**config.mk**
```make
export PLATFORM = sky130hd
export DESIGN_NAME = instmem_ldr
export DESIGN_NICKNAME = d
export VERILOG_FILES = /design/src/rtl/instmem_ldr.sv
export SDC_FILE = /design/constraint.sdc
export NUM_CORES = 2
export LEC_CHECK = 0
export ABC_CLOCK_PERIOD_IN_PS = 4600
export BUFFER_PORTS_ARGS = -buffer_cell sky130_fd_sc_hd__clkbuf_2
export CAP_MARGIN = 20
export CORE_MARGIN = 4
export CORE_UTILIZATION = 32
export CTS_BUF_LIST = sky130_fd_sc_hd__clkbuf_8 sky130_fd_sc_hd__clkbuf_16
export DETAILED_ROUTE_END_ITERATION = 7
export MAX_ROUTING_LAYER = met4
export SETUP_SLACK_MARGIN = 0.02
export SYNTH_ARGS = -nofsm -noshare
export SYNTH_HDL_FRONTEND = slang
export SYNTH_SLANG_ARGS = --single-unit
```
**constraint.sdc**
```tcl
create_clock -name clk -period 4.6 [get_ports clk]
set_input_delay 0.92 -clock clk [delete_from_list [all_inputs] [get_ports clk]]
set_output_delay 0.92 -clock clk [all_outputs]
set_load 0.02 [all_outputs]
```
**src/rtl/instmem_ldr.sv**
```systemverilog
// Instruction memory with a byte-stream program loader and a registered, fault-checked fetch port.
// Optional per-word even parity is enabled by defining IMEM_PARITY_EN.
module instmem_ldr #(
  parameter int unsigned ADDR_W    = 6,
  parameter string       INIT_FILE = "",
  parameter logic [31:0] NOP_WORD  = 32'h00000013
) (
  input  logic              clk,
  input  logic              clrn,
  input  logic [31:0]       a,
  input  logic              rd_en,
  output logic [31:0]       inst,
  output logic              inst_valid,
  output logic              fault,
  output logic              par_err,
  input  logic              ld_start,
  input  logic [ADDR_W-1:0] ld_base,
  input  logic [7:0]        ld_data,
  input  logic              ld_valid,
  input  logic              ld_last,
  output logic              ld_ready,
  output logic              ld_busy,
  output logic              ld_done,
  output logic [ADDR_W:0]   ld_count
);

  localparam int unsigned DEPTH = 2 ** ADDR_W;
`ifdef IMEM_PARITY_EN
  localparam int unsigned MemW = 33;
`else
  localparam int unsigned MemW = 32;
`endif
  localparam logic [ADDR_W:0] CntMax = {1'b1, {ADDR_W{1'b0}}};

  typedef enum logic [1:0] {StIdle, StLoad, StWrite, StDone} state_e;

  logic [MemW-1:0] mem [DEPTH];

  state_e            state_q, state_d;
  logic [ADDR_W-1:0] ptr_q, ptr_d;
  logic [ADDR_W:0]   cnt_q, cnt_d;
  logic [1:0]        bidx_q, bidx_d;
  logic [31:0]       word_q, word_d;
  logic              last_q, last_d;
  logic              mem_we;
  logic [MemW-1:0]   wr_word;
  logic [MemW-1:0]   rd_word;
  logic              rd_par_bad;
  logic              fetch_acc;
  logic              fetch_fault;

  assign ld_ready = (state_q == StLoad);
  assign ld_busy  = (state_q != StIdle);
  assign ld_done  = (state_q == StDone);
  assign ld_count = cnt_q;

  always_comb begin
    state_d = state_q;
    ptr_d   = ptr_q;
    cnt_d   = cnt_q;
    bidx_d  = bidx_q;
    word_d  = word_q;
    last_d  = last_q;
    mem_we  = 1'b0;
    unique case (state_q)
      StIdle: begin
        if (ld_start) begin
          state_d = StLoad;
          ptr_d   = ld_base;
          cnt_d   = '0;
          bidx_d  = '0;
          word_d  = '0;
          last_d  = 1'b0;
        end
      end
      StLoad: begin
        if (ld_valid) begin
          word_d[{bidx_q, 3'b000} +: 8] = ld_data;
          bidx_d = bidx_q + 2'd1;
          last_d = ld_last;
          if (ld_last || bidx_q == 2'd3) state_d = StWrite;
        end
      end
      StWrite: begin
        mem_we = 1'b1;
        ptr_d  = ptr_q + 1'b1;
        if (cnt_q != CntMax) cnt_d = cnt_q + 1'b1;
        if (last_q) begin
          state_d = StDone;
        end else begin
          // Word buffer is cleared so a short final word is zero-padded.
          state_d = StLoad;
          bidx_d  = '0;
          word_d  = '0;
        end
      end
      StDone:  state_d = StIdle;
      default: state_d = StIdle;
    endcase
  end

  always_ff @(posedge clk) begin
    if (!clrn) begin
      state_q <= StIdle;
      ptr_q   <= '0;
      cnt_q   <= '0;
      bidx_q  <= '0;
      word_q  <= '0;
      last_q  <= 1'b0;
    end else begin
      state_q <= state_d;
      ptr_q   <= ptr_d;
      cnt_q   <= cnt_d;
      bidx_q  <= bidx_d;
      word_q  <= word_d;
      last_q  <= last_d;
    end
  end

`ifdef IMEM_PARITY_EN
  assign wr_word    = {^word_q, word_q};
  assign rd_par_bad = ^rd_word;
`else
  assign wr_word    = word_q;
  assign rd_par_bad = 1'b0;
`endif

  // A reset edge landing on a write cycle abandons that word.
  always_ff @(posedge clk) begin
    if (mem_we && clrn) mem[ptr_q] <= wr_word;
  end

  assign rd_word     = mem[a[ADDR_W+1:2]];
  assign fetch_acc   = rd_en && !ld_busy;
  assign fetch_fault = (a[1:0] != 2'b00) || (a[31:ADDR_W+2] != '0);

  logic par_err_q;

  always_ff @(posedge clk) begin
    if (!clrn) begin
      inst       <= '0;
      inst_valid <= 1'b0;
      fault      <= 1'b0;
      par_err_q  <= 1'b0;
    end else if (fetch_acc) begin
      inst       <= fetch_fault ? NOP_WORD : rd_word[31:0];
      inst_valid <= 1'b1;
      fault      <= fetch_fault;
      par_err_q  <= !fetch_fault && rd_par_bad;
    end else begin
      inst_valid <= 1'b0;
      fault      <= 1'b0;
      par_err_q  <= 1'b0;
    end
  end

`ifdef IMEM_PARITY_EN
  assign par_err = par_err_q;
`else
  assign par_err = 1'b0;
  logic unused_par;
  assign unused_par = par_err_q;
`endif

endmodule

```
Word level (Yosys, flattened, before mapping). Memory sizes are Yosys's and may differ from the RTL's. Cells that the tools add are included.

Register bits after elaboration: 84. Memory bits (writable): 2048. Bits of input ports: 52. Output and inout bits: 45. Memories: 1.

Memory list: mem (words 64, bits a word 32, rd ports 1, clocked after Yosys merged registers in 0, wr ports 1, line 37) `logic [MemW-1:0] mem [DEPTH];`.

Add/sub/neg operators: 4. Equality and inequality tests: 10. Shifts and indexed selects: 2. Muxes and demuxes: 27. Reductions and logical operators: 18.

Operators with widths (number): 32-bit two-way mux (4); 32-bit one-hot mux with 3 select lines (1); 32-bit bitwise mux (1); 8-bit by 7-bit variable shift with 32-bit output, first input constant (1); 8-bit by 7-bit variable part select with 32-bit output (1); 24-bit nonzero test (1); 2-bit two-way mux (7); 7-bit two-way mux (2); 7-bit one-hot mux with 2 select lines (1); 6-bit one-hot mux with 2 select lines (1); 3-bit AND reduction (3); 2-bit inequality test, second input constant (4); 2-bit one-hot mux with 4 select lines (1); 2-bit nonzero test (4); 7-bit by 1-bit adder with 7-bit output, second input constant (1); 7-bit inequality test, second input constant (1); 5-bit negation with 7-bit output (1); 6-bit by 1-bit adder with 6-bit output, second input constant (1); 2-bit == test, second input constant (3); 1-bit two-way mux (6); 6-bit two-way mux (1); 2-bit one-hot mux with 3 select lines (1); 2-bit AND reduction (2); 4-bit AND reduction (1); 9 further kinds (11).

Logic depth before layout (Yosys ltp).
Depth after elaboration: 5. Mapped depth: 10.

Least setup slack after synthesis. OpenSTA, ideal clock, no wires.

Path type: input port to flip-flop. From: input clrn. To: memory mem[48][0] (enable). Setup time: 461 ps. Data arrival time: 3830 ps. Setup slack: 309 ps. Stages: 4. Path buffers: 1. Path through: clkbuf_1 -> nand4_1 -> or2_2 -> nor3_1.

Word-level cells in the longest chain between the ends: 3.

Ends and longest elaborated chain: start: declaration (line 9) `input logic clrn,`; 1-bit logical AND (line 130) `if (mem_we && clrn) mem[ptr_q] <= wr_word;`; 1-bit two-way mux (line 130); 1-bit two-way mux (implied by the code) (line 130); end: declaration (line 37).

No other way between the ends.

Worst setup path after layout.
From: register state_q[1]. To: memory mem[2][8] (enable).

Word-level cells in the longest chain between the ends: 5.

Ends and longest elaborated chain: start: declaration (line 39) `state_e state_q, state_d;`; start signal: assignment (line 104) `state_q <= StIdle;`; start signal: assignment (line 111) `state_q <= state_d;`; 2-bit == test (line 65) `unique case (state_q)`; 1-bit two-way mux (line 65); 1-bit logical AND (line 130); 1-bit two-way mux (line 130); 1-bit two-way mux (implied by the code) (line 130).

No other way between the ends.

==> results.py <==
metrics = {
    "outcome": {
        "outcome": "completed",
    },
    "pwr": {
        "clkPwrFrac_pct": 41.8,
        "powerDensity_mw_per_mm2": 408,
        "power_frac_comb_pct": 3.3,
        "p_int_uw": 30500,
        "switchingPower_uw": 8010,
        "peakVddDrop_uv": 343,
        "power.leakage_uw": 0.0273,
        "p_sw_share_pct": 20.8,
        "power_uw": 38500,
        "seq_power_share_pct": 54.9,
    },
    "logic_synthesis": {
        "ys_ff_latch": 2132,
        "ys.warnings.count": 0,
        "netlist_instances": 3875,
        "syn_area_mm2": 0.0816,
        "synth.distinct_cells": 64,
        "ys_async_sr_fraction_pct": 0,
        "synth_top_area_share_pct": 75.4,
        "ys_seq_area_share_pct": 77.4,
        "synth_edf_count": 2048,
        "syn_nets": 3936,
        "synth_top_cell_by_area": "edfxtp_1",
        "synthTopCellsByArea": "edfxtp_1 75%, mux4_2 13%, dfxtp_1 2.1%",
        "syn_area_per_cell_um2": 21.1,
        "synth_flop_cell": "edfxtp_1",
    },
    "clock_tree": {
        "htree_levels": 4,
        "clk_pin_slew_ns": 0.06,
        "clock_sinks": 2132,
        "cts_made_buffers": 203,
        "ctsHoldBuffers": 0,
        "cts_resized": 0,
        "clk_path_buf_depth": 3,
        "cts_root_buf": "clkbuf_16",
        "insertion_delay_ns": 0.84,
        "cts_setup_buffers": 0,
        "cts_tree": "built",
    },
    "detailed_routing": {
        "drt_iter0_drc": 4360,
        "drt-total-wl_mm": 212,
        "vias": 40400,
        "wl_per_cell_um": 27.5,
        "dr.pass1.iters": 6,
        "ant_nets": 0,
        "via_per_inst": 5.24,
        "drc": 0,
    },
    "worst_setup_path": {
        "r2r-end": "mem[2][8]",
        "r2r_slack_ns": 0.78,
        "crit_top_cell": "buf_4",
        "critical_path.top_delay_family": "simple AND/OR/NAND/NOR gates",
        "r2r_start": "state_q[1]",
        "critPathMaxStageDelay_ns": 0.72,
        "required_ns": 5.05,
        "crit_fanout": 32,
        "path_cells": "nand2b_1 > nor3_1 > nand2_1 > buf_4 > nor2_4 > buf_4",
        "crit_arrival_ns": 4.27,
        "worst-path-buf-inv": 2,
        "cp-start-kind": "flip-flop",
        "worstSetupEndpointType": "flip-flop",
        "crit_path_top_delay_cell": "nand2_1",
        "r2r_cells": 6,
        "worstSetupPathType": "flip-flop to flip-flop",
    },
    "global_routing": {
        "grt_antenna_before_repair": 12,
        "grtUsageTotal_pct": 16.3,
        "grt_max_degree": 77,
        "gr-total-overflow": 0,
        "grt_pass1_wl_mm": 302,
        "grt_pass1_vias": 40800,
    },
    "sta": {
        "period_minus_slack_ns": 3.82,
        "fin_crit_sh_pct": 83.0,
        "worst_slack_ns": 0.782,
        "rsz0062_at_grt": "no",
        "hold_slack_ns": 0.381,
        "finalSetupViolations": 0,
        "setup-tns-final_ns": 0,
        "clock_skew_ns": 0.0458,
        "relSlewSlack_pct": 23.7,
        "finalHoldViolCount": 0,
        "max_slew.worst_pin.slew_ns": 1.14,
        "clock.fmax_mhz": 262,
        "slew_viol_final": 0,
    },
    "placement": {
        "hpwl_mm": 129,
        "portBuffers": 95,
        "place_congestion": 0.818,
        "dp_slack_ns": 0.640,
    },
    "hold_path": {
        "min_from": "ld_data[5]",
        "hold_class": "input port to flip-flop",
        "holdPathStages": 3,
        "hold_end": "word_q[13]",
    },
    "layout": {
        "multi_input_area_mm2": 0.0178,
        "seq_area_mm2": 0.0632,
        "layout.nets": 4228,
        "nFillCells": 22800,
        "finish.utilization_pct": 37.1,
        "drive_above_1_share_pct": 28.4,
        "syn_to_final_growth_pct": 15.6,
    },
    "floorplanning": {
        "die_h_um": 513,
        "die_area_mm2": 0.263,
        "io_pins": 97,
        "fp.dieW_um": 513,
        "initial_core_util_pct": 32.1,
        "core_mm2": 0.254,
        "rows": 185,
    },
    "flow_run": {
        "maxCapViolations": 0,
    },
}
## kinds of logic (layout without fill, tap and decap cells)
family | count (synthesis) | in the layout | synth area share (%)
simple gates | 559 | 559 | 3.16
other cells | 1 | 9 | 0.00460
flops | 2132 | 2132 | 77.4
buf+inv | 227 | 687 | 1.34
mux | 627 | 627 | 14.9
fa+ha+maj | 9 | 9 | 0.138
xor+xnor | 5 | 5 | 0.0537
compound gates | 315 | 315 | 2.91
## cell usage after synthesis, types with 17 or more instances
| library cell | instances |
|---|---|
| a211oi_1 | 27 |
| a21oi_1 | 39 |
| a221oi_1 | 38 |
| a22o_1 | 23 |
| a22oi_1 | 40 |
| buf_1 | 29 |
| buf_2 | 46 |
| buf_4 | 34 |
| clkbuf_1 | 95 |
| dfxtp_1 | 84 |
| edfxtp_1 | 2048 |
| mux2_2 | 78 |
| mux2i_1 | 84 |
| mux4_2 | 465 |
| nand2_1 | 191 |
| nand2b_1 | 17 |
| nand3_1 | 115 |
| nand4_1 | 31 |
| nor2_1 | 126 |
| nor2b_1 | 20 |
| nor3_1 | 17 |
| o221ai_1 | 25 |
| o22a_1 | 23 |
| o31ai_1 | 24 |
## worst reg2reg max path, cell delays in order, from the launching register on
cell and delay, ns:
dfxtp_1 0.69, nand2b_1 0.33, nor3_1 0.61, nand2_1 0.73, buf_4 0.39, nor2_4 0.09, buf_4 0.53
## power groups by stage
stage | logic (uW) | registers, uW | clock network (uW)
2_1_floorplan | 774 | 21500 | 0
3_3_place_gp | 1240 | 21500 | 0
3_5_place_dp | 1250 | 21500 | 0
4_1_cts | 1250 | 21100 | 16400
5_1_grt | 1350 | 21100 | 17200
6_report | 1270 | 21100 | 16100
## through the flow
| step | instance area [um^2] | std cells |
|---|---|---|
| 2_1_floorplan | 81600 | 3875 |
| 3_3_place_gp | 87800 | 7321 |
| 3_5_place_dp | 87800 | 7322 |
| 4_1_cts | 94200 | 7695 |
| 5_1_grt | 94300 | 7707 |
| 6_report | 94300 | 7709 |
## registers in the layout, summed over array words and instances (netlist names)
signal	count
bidx_q	2
inst	32
last_q	1
fault	1
mem	2048
state_q	2
ld_count	7
word_q	32
inst_valid	1
ptr_q	6
## cell usage in the layout (no fill, tap or decap), types with 18 or more instances in the layout
| cell type | n |
|---|---|
| dfxtp_1 | 52 |
| a221oi_1 | 38 |
| a211oi_1 | 27 |
| mux2_2 | 78 |
| nor2_4 | 64 |
| clkinv_2 | 39 |
| nand4_1 | 31 |
| a22oi_1 | 40 |
| dfxtp_2 | 32 |
| a22o_1 | 23 |
| nand2_1 | 191 |
| mux2i_1 | 84 |
| clkbuf_16 | 206 |
| nor2_1 | 61 |
| o221ai_1 | 25 |
| buf_12 | 42 |
| inv_1 | 70 |
| clkinv_1 | 41 |
| mux4_2 | 465 |
| o31ai_1 | 24 |
| a21oi_1 | 39 |
| buf_4 | 162 |
| o22a_1 | 23 |
| edfxtp_1 | 2048 |
| nor2b_1 | 18 |
| clkbuf_2 | 91 |
| nand3_1 | 115 |
## how the worst max path moves through the flow
stage | from | endpoint | slack, ns | depth (start not counted)
after floorplan | clrn | mem[48][0] | 0.31 | 4
after global placement | a[2] | inst[7] | 0.62 | 6
after detailed placement | a[2] | inst[7] | 0.64 | 6
after CTS | state_q[1] | mem[2][17] | 0.85 | 6
after global routing | state_q[1] | mem[2][8] | 0.55 | 6
final | state_q[1] | mem[2][8] | 0.78 | 6
## metal layers
metal	global-route usage [%]	up-vias	share of wire (%)
met5	-	-	0
met4	5.04	0	2.9
met3	3.51	294	8.1
met2	25.6	1591	48
met1	21.3	21800	41
li1	-	16800	-
## layout make-up
type	instances	share of cell area (%)
well taps	3366	4.47
multi-input cells	1516	18.9
flip-flops and latches	2132	67.0
clock buffers	208	5.49
clock inverters	165	1.29
repair buffers	298	2.71
inverters	16	0.0663
diodes	8	0.0212
No activity file was read; power rests on OpenSTA's default activity.
